## src/rtl/rv32_instruction_fetch.sv

```systemverilog
// rv32_instruction_fetch: sequential instruction fetch front end.
// Issues word read requests into a fixed-latency instruction memory.
// Tags each returned word with its PC and buffers it in a show-ahead prefetch FIFO.
// Hands instructions to decode over valid/ready.
// A redirect loads a new PC, flushes the FIFO and invalidates in-flight responses.
// Optional build macro: RV32_IFETCH_STATS_EN adds fetched/dropped/stall counters.
module rv32_instruction_fetch #(
    parameter int unsigned NumWords  = 8096,
    parameter int unsigned AddrWidth = (NumWords <= 1) ? 1 : $clog2(NumWords),
    parameter int unsigned Latency   = 1,
    parameter int unsigned FifoDepth = 4,
    parameter logic [31:0] ResetPc   = 32'h0000_0000
) (
    input  logic                 clk_i,
    input  logic                 rst_ni,
    output logic                 mem_req_o,
    output logic                 mem_we_o,
    output logic [AddrWidth-1:0] mem_addr_o,
    input  logic [31:0]          mem_rdata_i,
    input  logic                 redirect_i,
    input  logic [31:0]          redirect_pc_i,
    output logic                 instr_valid_o,
    input  logic                 instr_ready_i,
    output logic [31:0]          instr_o,
    output logic [31:0]          instr_pc_o
`ifdef RV32_IFETCH_STATS_EN
    ,
    output logic [31:0]          stat_fetched_o,
    output logic [31:0]          stat_dropped_o,
    output logic [31:0]          stat_stall_o
`endif
);

    localparam int unsigned PtrW = (FifoDepth <= 2) ? 1 : $clog2(FifoDepth);
    localparam int unsigned CntW = PtrW + 2;

    // Fetch PC and flush epoch
    logic [31:0] pc_q, pc_d;
    logic        epoch_q, epoch_d;

    // In-flight pipe: one stage per cycle of memory latency
    logic [Latency-1:0] pipe_v_q;
    logic [Latency-1:0] pipe_e_q;
    logic [31:0]        pipe_pc_q [Latency];

    // Prefetch FIFO
    logic [31:0]     fifo_data_q [FifoDepth];
    logic [31:0]     fifo_pc_q   [FifoDepth];
    logic [PtrW-1:0] wr_ptr_q, rd_ptr_q;
    logic [PtrW:0]   count_q, count_d;

    // Combinational control
    logic [CntW-1:0] inflight_cnt;
    logic            credit_ok;
    logic            req;
    logic            resp_hit;
    logic            push;
    logic            pop;
    logic            fifo_empty;

    // Count outstanding requests still travelling through the memory pipe
    always_comb begin
        inflight_cnt = '0;
        for (int i = 0; i < int'(Latency); i++) begin
            inflight_cnt = inflight_cnt + CntW'(pipe_v_q[i]);
        end
    end

    // Credit, handshake and FIFO push/pop decisions; reset gates the request
    always_comb begin
        credit_ok  = ((CntW'(count_q) + inflight_cnt) < CntW'(FifoDepth));
        req        = rst_ni && !redirect_i && credit_ok;
        resp_hit   = pipe_v_q[Latency-1] && (pipe_e_q[Latency-1] == epoch_q);
        push       = resp_hit && !redirect_i;
        fifo_empty = (count_q == '0);
        pop        = !fifo_empty && !redirect_i && instr_ready_i;
    end

    assign mem_req_o     = req;
    assign mem_we_o      = 1'b0;
    assign mem_addr_o    = pc_q[AddrWidth+1:2];
    assign instr_valid_o = !fifo_empty && !redirect_i;
    assign instr_o       = fifo_empty ? 32'd0 : fifo_data_q[rd_ptr_q];
    assign instr_pc_o    = fifo_empty ? 32'd0 : fifo_pc_q[rd_ptr_q];

    // Next PC / epoch: redirect wins over sequential advance
    always_comb begin
        pc_d    = pc_q;
        epoch_d = epoch_q;
        if (redirect_i) begin
            pc_d    = redirect_pc_i & ~32'd3;
            epoch_d = ~epoch_q;
        end else if (req) begin
            pc_d = pc_q + 32'd4;
        end else begin
            pc_d = pc_q;
        end
    end

    // PC and epoch registers
    always_ff @(posedge clk_i or negedge rst_ni) begin
        if (!rst_ni) begin
            pc_q    <= ResetPc & ~32'd3;
            epoch_q <= 1'b0;
        end else begin
            pc_q    <= pc_d;
            epoch_q <= epoch_d;
        end
    end

    // In-flight pipe shift; a redirect kills every stage so epoch only guards the last one
    always_ff @(posedge clk_i or negedge rst_ni) begin
        if (!rst_ni) begin
            pipe_v_q <= '0;
            pipe_e_q <= '0;
            for (int i = 0; i < int'(Latency); i++) begin
                pipe_pc_q[i] <= 32'd0;
            end
        end else begin
            pipe_v_q[0]  <= req;
            pipe_e_q[0]  <= epoch_q;
            pipe_pc_q[0] <= pc_q;
            for (int i = 1; i < int'(Latency); i++) begin
                pipe_v_q[i]  <= redirect_i ? 1'b0 : pipe_v_q[i-1];
                pipe_e_q[i]  <= pipe_e_q[i-1];
                pipe_pc_q[i] <= pipe_pc_q[i-1];
            end
        end
    end

    // FIFO occupancy next state
    always_comb begin
        count_d = count_q;
        if (redirect_i) begin
            count_d = '0;
        end else begin
            case ({push, pop})
                2'b10:   count_d = count_q + {{PtrW{1'b0}}, 1'b1};
                2'b01:   count_d = count_q - {{PtrW{1'b0}}, 1'b1};
                default: count_d = count_q;
            endcase
        end
    end

    // FIFO pointers and occupancy; a redirect empties the buffer
    always_ff @(posedge clk_i or negedge rst_ni) begin
        if (!rst_ni) begin
            wr_ptr_q <= '0;
            rd_ptr_q <= '0;
            count_q  <= '0;
        end else if (redirect_i) begin
            wr_ptr_q <= '0;
            rd_ptr_q <= '0;
            count_q  <= '0;
        end else begin
            if (push) begin
                wr_ptr_q <= wr_ptr_q + {{(PtrW-1){1'b0}}, 1'b1};
            end
            if (pop) begin
                rd_ptr_q <= rd_ptr_q + {{(PtrW-1){1'b0}}, 1'b1};
            end
            count_q <= count_d;
        end
    end

    // FIFO storage: capture returned word with the PC it was fetched from
    always_ff @(posedge clk_i or negedge rst_ni) begin
        if (!rst_ni) begin
            for (int i = 0; i < int'(FifoDepth); i++) begin
                fifo_data_q[i] <= 32'd0;
                fifo_pc_q[i]   <= 32'd0;
            end
        end else if (push) begin
            fifo_data_q[wr_ptr_q] <= mem_rdata_i;
            fifo_pc_q[wr_ptr_q]   <= pipe_pc_q[Latency-1];
        end
    end

`ifdef RV32_IFETCH_STATS_EN
    typedef enum logic {
        ST_FILL = 1'b0,
        ST_RUN  = 1'b1
    } state_e;

    state_e      state_q, state_d;
    logic        stale;
    logic [31:0] fetched_q, dropped_q, stall_q;

    // FILL/RUN tracking of FIFO emptiness
    always_comb begin
        state_d = state_q;
        case (state_q)
            ST_FILL: begin
                if (redirect_i) begin
                    state_d = ST_FILL;
                end else if (push) begin
                    state_d = ST_RUN;
                end else begin
                    state_d = ST_FILL;
                end
            end
            ST_RUN: begin
                if (redirect_i) begin
                    state_d = ST_FILL;
                end else if (pop && !push && (count_q == {{PtrW{1'b0}}, 1'b1})) begin
                    state_d = ST_FILL;
                end else begin
                    state_d = ST_RUN;
                end
            end
            default: state_d = ST_FILL;
        endcase
    end

    // FSM state register
    always_ff @(posedge clk_i or negedge rst_ni) begin
        if (!rst_ni) begin
            state_q <= ST_FILL;
        end else begin
            state_q <= state_d;
        end
    end

    assign stale = pipe_v_q[Latency-1] && (pipe_e_q[Latency-1] != epoch_q);

    // Statistics counters: handshakes, discarded responses, starved cycles
    always_ff @(posedge clk_i or negedge rst_ni) begin
        if (!rst_ni) begin
            fetched_q <= 32'd0;
            dropped_q <= 32'd0;
            stall_q   <= 32'd0;
        end else begin
            if (pop) begin
                fetched_q <= fetched_q + 32'd1;
            end
            if (redirect_i) begin
                dropped_q <= dropped_q + 32'(inflight_cnt);
            end else if (stale) begin
                dropped_q <= dropped_q + 32'd1;
            end
            if (instr_ready_i && (state_q == ST_FILL)) begin
                stall_q <= stall_q + 32'd1;
            end
        end
    end

    assign stat_fetched_o = fetched_q;
    assign stat_dropped_o = dropped_q;
    assign stat_stall_o   = stall_q;
`endif

endmodule
```

## config.mk

```make
export PLATFORM = sky130hd
export DESIGN_NAME = rv32_instruction_fetch
export DESIGN_NICKNAME = d
export VERILOG_FILES = /design/src/rtl/rv32_instruction_fetch.sv
export SDC_FILE = /design/constraint.sdc
export NUM_CORES = 1
export LEC_CHECK = 0
export BUFFER_PORTS_ARGS = -buffer_cell sky130_fd_sc_hd__clkbuf_2
export CAP_MARGIN = 20
export CORE_MARGIN = 2
export CORE_UTILIZATION = 45
export CTS_BUF_LIST = sky130_fd_sc_hd__clkbuf_4 sky130_fd_sc_hd__clkbuf_8 sky130_fd_sc_hd__clkbuf_16
export DETAILED_ROUTE_END_ITERATION = 10
export RECOVER_POWER = 50
export SYNTH_ARGS = -nofsm -noshare
export SYNTH_HDL_FRONTEND = slang
export SYNTH_SLANG_ARGS = --single-unit
```

## constraint.sdc

```tcl
create_clock -name clk_i -period 3.7 [get_ports clk_i]
set_clock_uncertainty 0.05 [all_clocks]
set_input_delay 1.11 -clock clk_i [delete_from_list [all_inputs] [get_ports clk_i]]
set_output_delay 1.11 -clock clk_i [all_outputs]
set_load 0.01 [all_outputs]
```

==> flow_metrics.tcl <==
set metrics [dict create \
    status "finished with violations" \
    violations "max-capacitance violations, max-slew violations" \
    grt_pass1_vias 8924 \
    tns_ns 0 \
    post_cts_buffers 0 \
    regToRegEndpoint "fifo_pc_q[69]" \
    grt_max_degree 121 \
    clockRootBuffer "clkbuf_16" \
    dpl_worst_slack_ns 0.5711 \
    hpwl_um 18990 \
    hold-path-endpoint "pipe_e_q" \
    post-synth-top-count-cell "dfrtp_1" \
    synth_area_mm2 0.01423 \
    antenna_found_initial 2 \
    layout_min_cycle_time_ns 3.469 \
    cp.arrival_ns 2.31 \
    cp-start-kind "flip-flop" \
    worstSetupPathType "flip-flop to output port" \
    cts.htree.levels 2 \
    wl_per_cell_um 19.83 \
    clkLatencyLatePin_ns 0.52 \
    synth_edf_count 0 \
    grt_pass1_wl_um 49260 \
    post-route-period-util 0.9376 \
    r2r_start "epoch_q" \
    critPathMaxFanout 13 \
    slew_viol_final 156 \
    drv_cap 2 \
    irDropWorstVdd_uv 353.8 \
    clockBufferDepth 3 \
    core-area_mm2 0.03131 \
    cts_sinks 318 \
    gp_congestion 0.7716 \
    stdcell_area_mm2 0.01659 \
    clkTransAtPathRegs_ns 0.06 \
    via_count 8542 \
    p_per_area_mw_per_mm2 699.8 \
    synthTopCellsByCount "318 x dfrtp_1, 248 x mux2_2, 64 x nor2b_1, 62 x mux4_2, 41 x nand2_1" \
    async_flop_share 1.000 \
    worst-path-buf-inv 2 \
    critPathTopFamily "flip-flops" \
    rsz0062_at_grt "false" \
    synth_ff_type "dfrtp_1" \
    rows 65 \
    yosysWarnings 0 \
    tightest_slew_ns 1.944 \
    fmax_mhz 288.3 \
    drc_errors 0 \
    synthesis.instances 971 \
    finalWirelength_um 30480 \
    die_h_um 181.9 \
    post_layout_nonfiller_instances 1537 \
    critPathSlowestCell "dfrtp_4" \
    viasPerCell 5.558 \
    hold_viol_final 0 \
    placed_area_mm2 0.01541 \
    min_from "epoch_q" \
    drive_above_1_share 0.4850 \
    min_path_type "flip-flop to flip-flop" \
    hold_buffers 0 \
    cts_made_buffers 36 \
    drt-initial-drc-count 378 \
    area_delta_synth_final_pct 16.54 \
    setup_ws_ns 0.2308 \
    final.fill_count 2629 \
    critPathRequiredTime_ns 2.54 \
    synth_top_area_share 0.5591 \
    path_cells "buf_4, mux4_2, nor2b_1, clkbuf_2" \
    cts_tree "yes" \
    setup_viol_count_final 0 \
    cp-end-kind "output port" \
    p_leak_uw 0.007900 \
    cts-resized-gates 0 \
    ys_seq_area_frac 0.5591 \
    max_slew_margin -0.2961 \
    max_stage_delay_ns 0.66 \
    ys_seq_elements 318 \
    reg2reg_depth 6 \
    finalNetCount 1182 \
    io_pins 148 \
    synthDistinctLibCells 51 \
    die_x_um 181.9 \
    initial_core_util 0.4546 \
    ant_nets 0 \
    r2r_slack_ns 1.09 \
    synth_area_leaders "dfrtp_1 56%, mux2_2 20%, mux4_2 9.8%" \
    placed_cells 1470 \
    drt_first_pass_iters 4 \
    grtUsageTotal 0.1884 \
    min_path_cells 0 \
    syn_area_per_cell_um2 14.66 \
    portBuffers 142 \
    yosysTopAreaCell "dfrtp_1" \
    holdWs_ns 0.3884 \
    grt-ovfl-total 0 \
    dieArea_mm2 0.03307 \
]
==> placed cells by master, fill, tap and decap left out, types with 4 or more instances in the layout <==
master       n
nor2_1      21
a21oi_1      4
nand4_1     10
o21ai_0     15
mux4_2      62
dfrtp_1    316
and2_1       4
inv_1        9
buf_4       15
clkbuf_16   37
nand3_1     15
buf_12       7
a221o_1      6
mux2_2     248
and3_1       7
ha_1         5
nand2_1     37
nand2_4      4
clkbuf_2   139
xor2_1       5
clkbuf_1     7
clkbuf_4    12
o311ai_0     8
clkinv_2     6
nor2b_1     64
o211ai_1    10
xnor2_1      4
nor3_1       4
clkbuf_8     7
==> through the flow <==
step	total power, µW	util
4_1_cts	11760	0.5298
3_5_place_dp	8217	0.4920
2_1_floorplan	7018	-
3_3_place_gp	8155	0.4920
6_report	11610	0.5298
5_1_grt	12300	0.5297
==> report_power, final <==
part	switching, µW	total, µW	internal (µW)
registers	484	4680	4200
logic	1570	3430	1860
clock network	1360	3490	2130
total	3410	11600	8190
==> worst register-to-register path, cell delays in order, from the launching register on <==
cell     delay, ns
dfrtp_1       0.41
xnor2_1       0.20
nand2_1       0.27
nor2_1        0.62
nand2_4       0.33
buf_4         0.32
mux2_2        0.29
==> logic make-up after synthesis <==
group	after synthesis	share of synthesized area
flip-flops	318	0.5591
multiplexers	312	0.2957
AND/OR/NAND/NOR	182	0.07314
buffers and inverters	82	0.02918
AO/OA/AOI/OAI	61	0.03129
XOR/XNOR	9	0.005538
adder cells (fa/ha/maj)	6	0.005802
other	1	0.0002635
==> state kept, by name, indices dropped and copies added, names as in the netlist <==
signal       count
count_q          3
epoch_q          1
fifo_data_q    128
fifo_pc_q      120
pc_q            30
pipe_e_q         1
pipe_pc_q       30
pipe_v_q         1
rd_ptr_q         2
wr_ptr_q         2
==> final cells by class <==
class                      instances  area, µm²  area share
multi-input combinational        573       5893      0.3553
clock buffer                      55       1105     0.06661
tap                              402      503.0     0.03032
inverter                           9      33.78    0.002037
antenna                            1      2.502   0.0001509
timing repair buffer             170       1010     0.06087
sequential                       318       7963      0.4800
clock inverter                     9      77.57    0.004677
==> layer usage <==
metal  track usage  vias to the layer above  wire (µm)
li1              -                     3855          -
met3       0.03389                       49       1309
met5             0                        -         13
met1        0.2583                     4454      13870
met2        0.3103                      182      14700
met4       0.05419                        2        580
==> how the worst max path moves through the flow <==
stage	from	to	slack (ns)	cells after the start
6_report	rd_ptr_q[0]	instr_o[2]	0.23	4
5_1_grt	rst_ni	fifo_data_q[7]	0.06	3
4_1_cts	rd_ptr_q[0]	instr_o[2]	0.01	4
3_5_place_dp	rd_ptr_q[0]	instr_o[2]	0.57	4
3_3_place_gp	rd_ptr_q[0]	instr_o[2]	0.56	4
2_1_floorplan	redirect_i	mem_req_o	0.68	4
(Power assumes the default switching activity.)
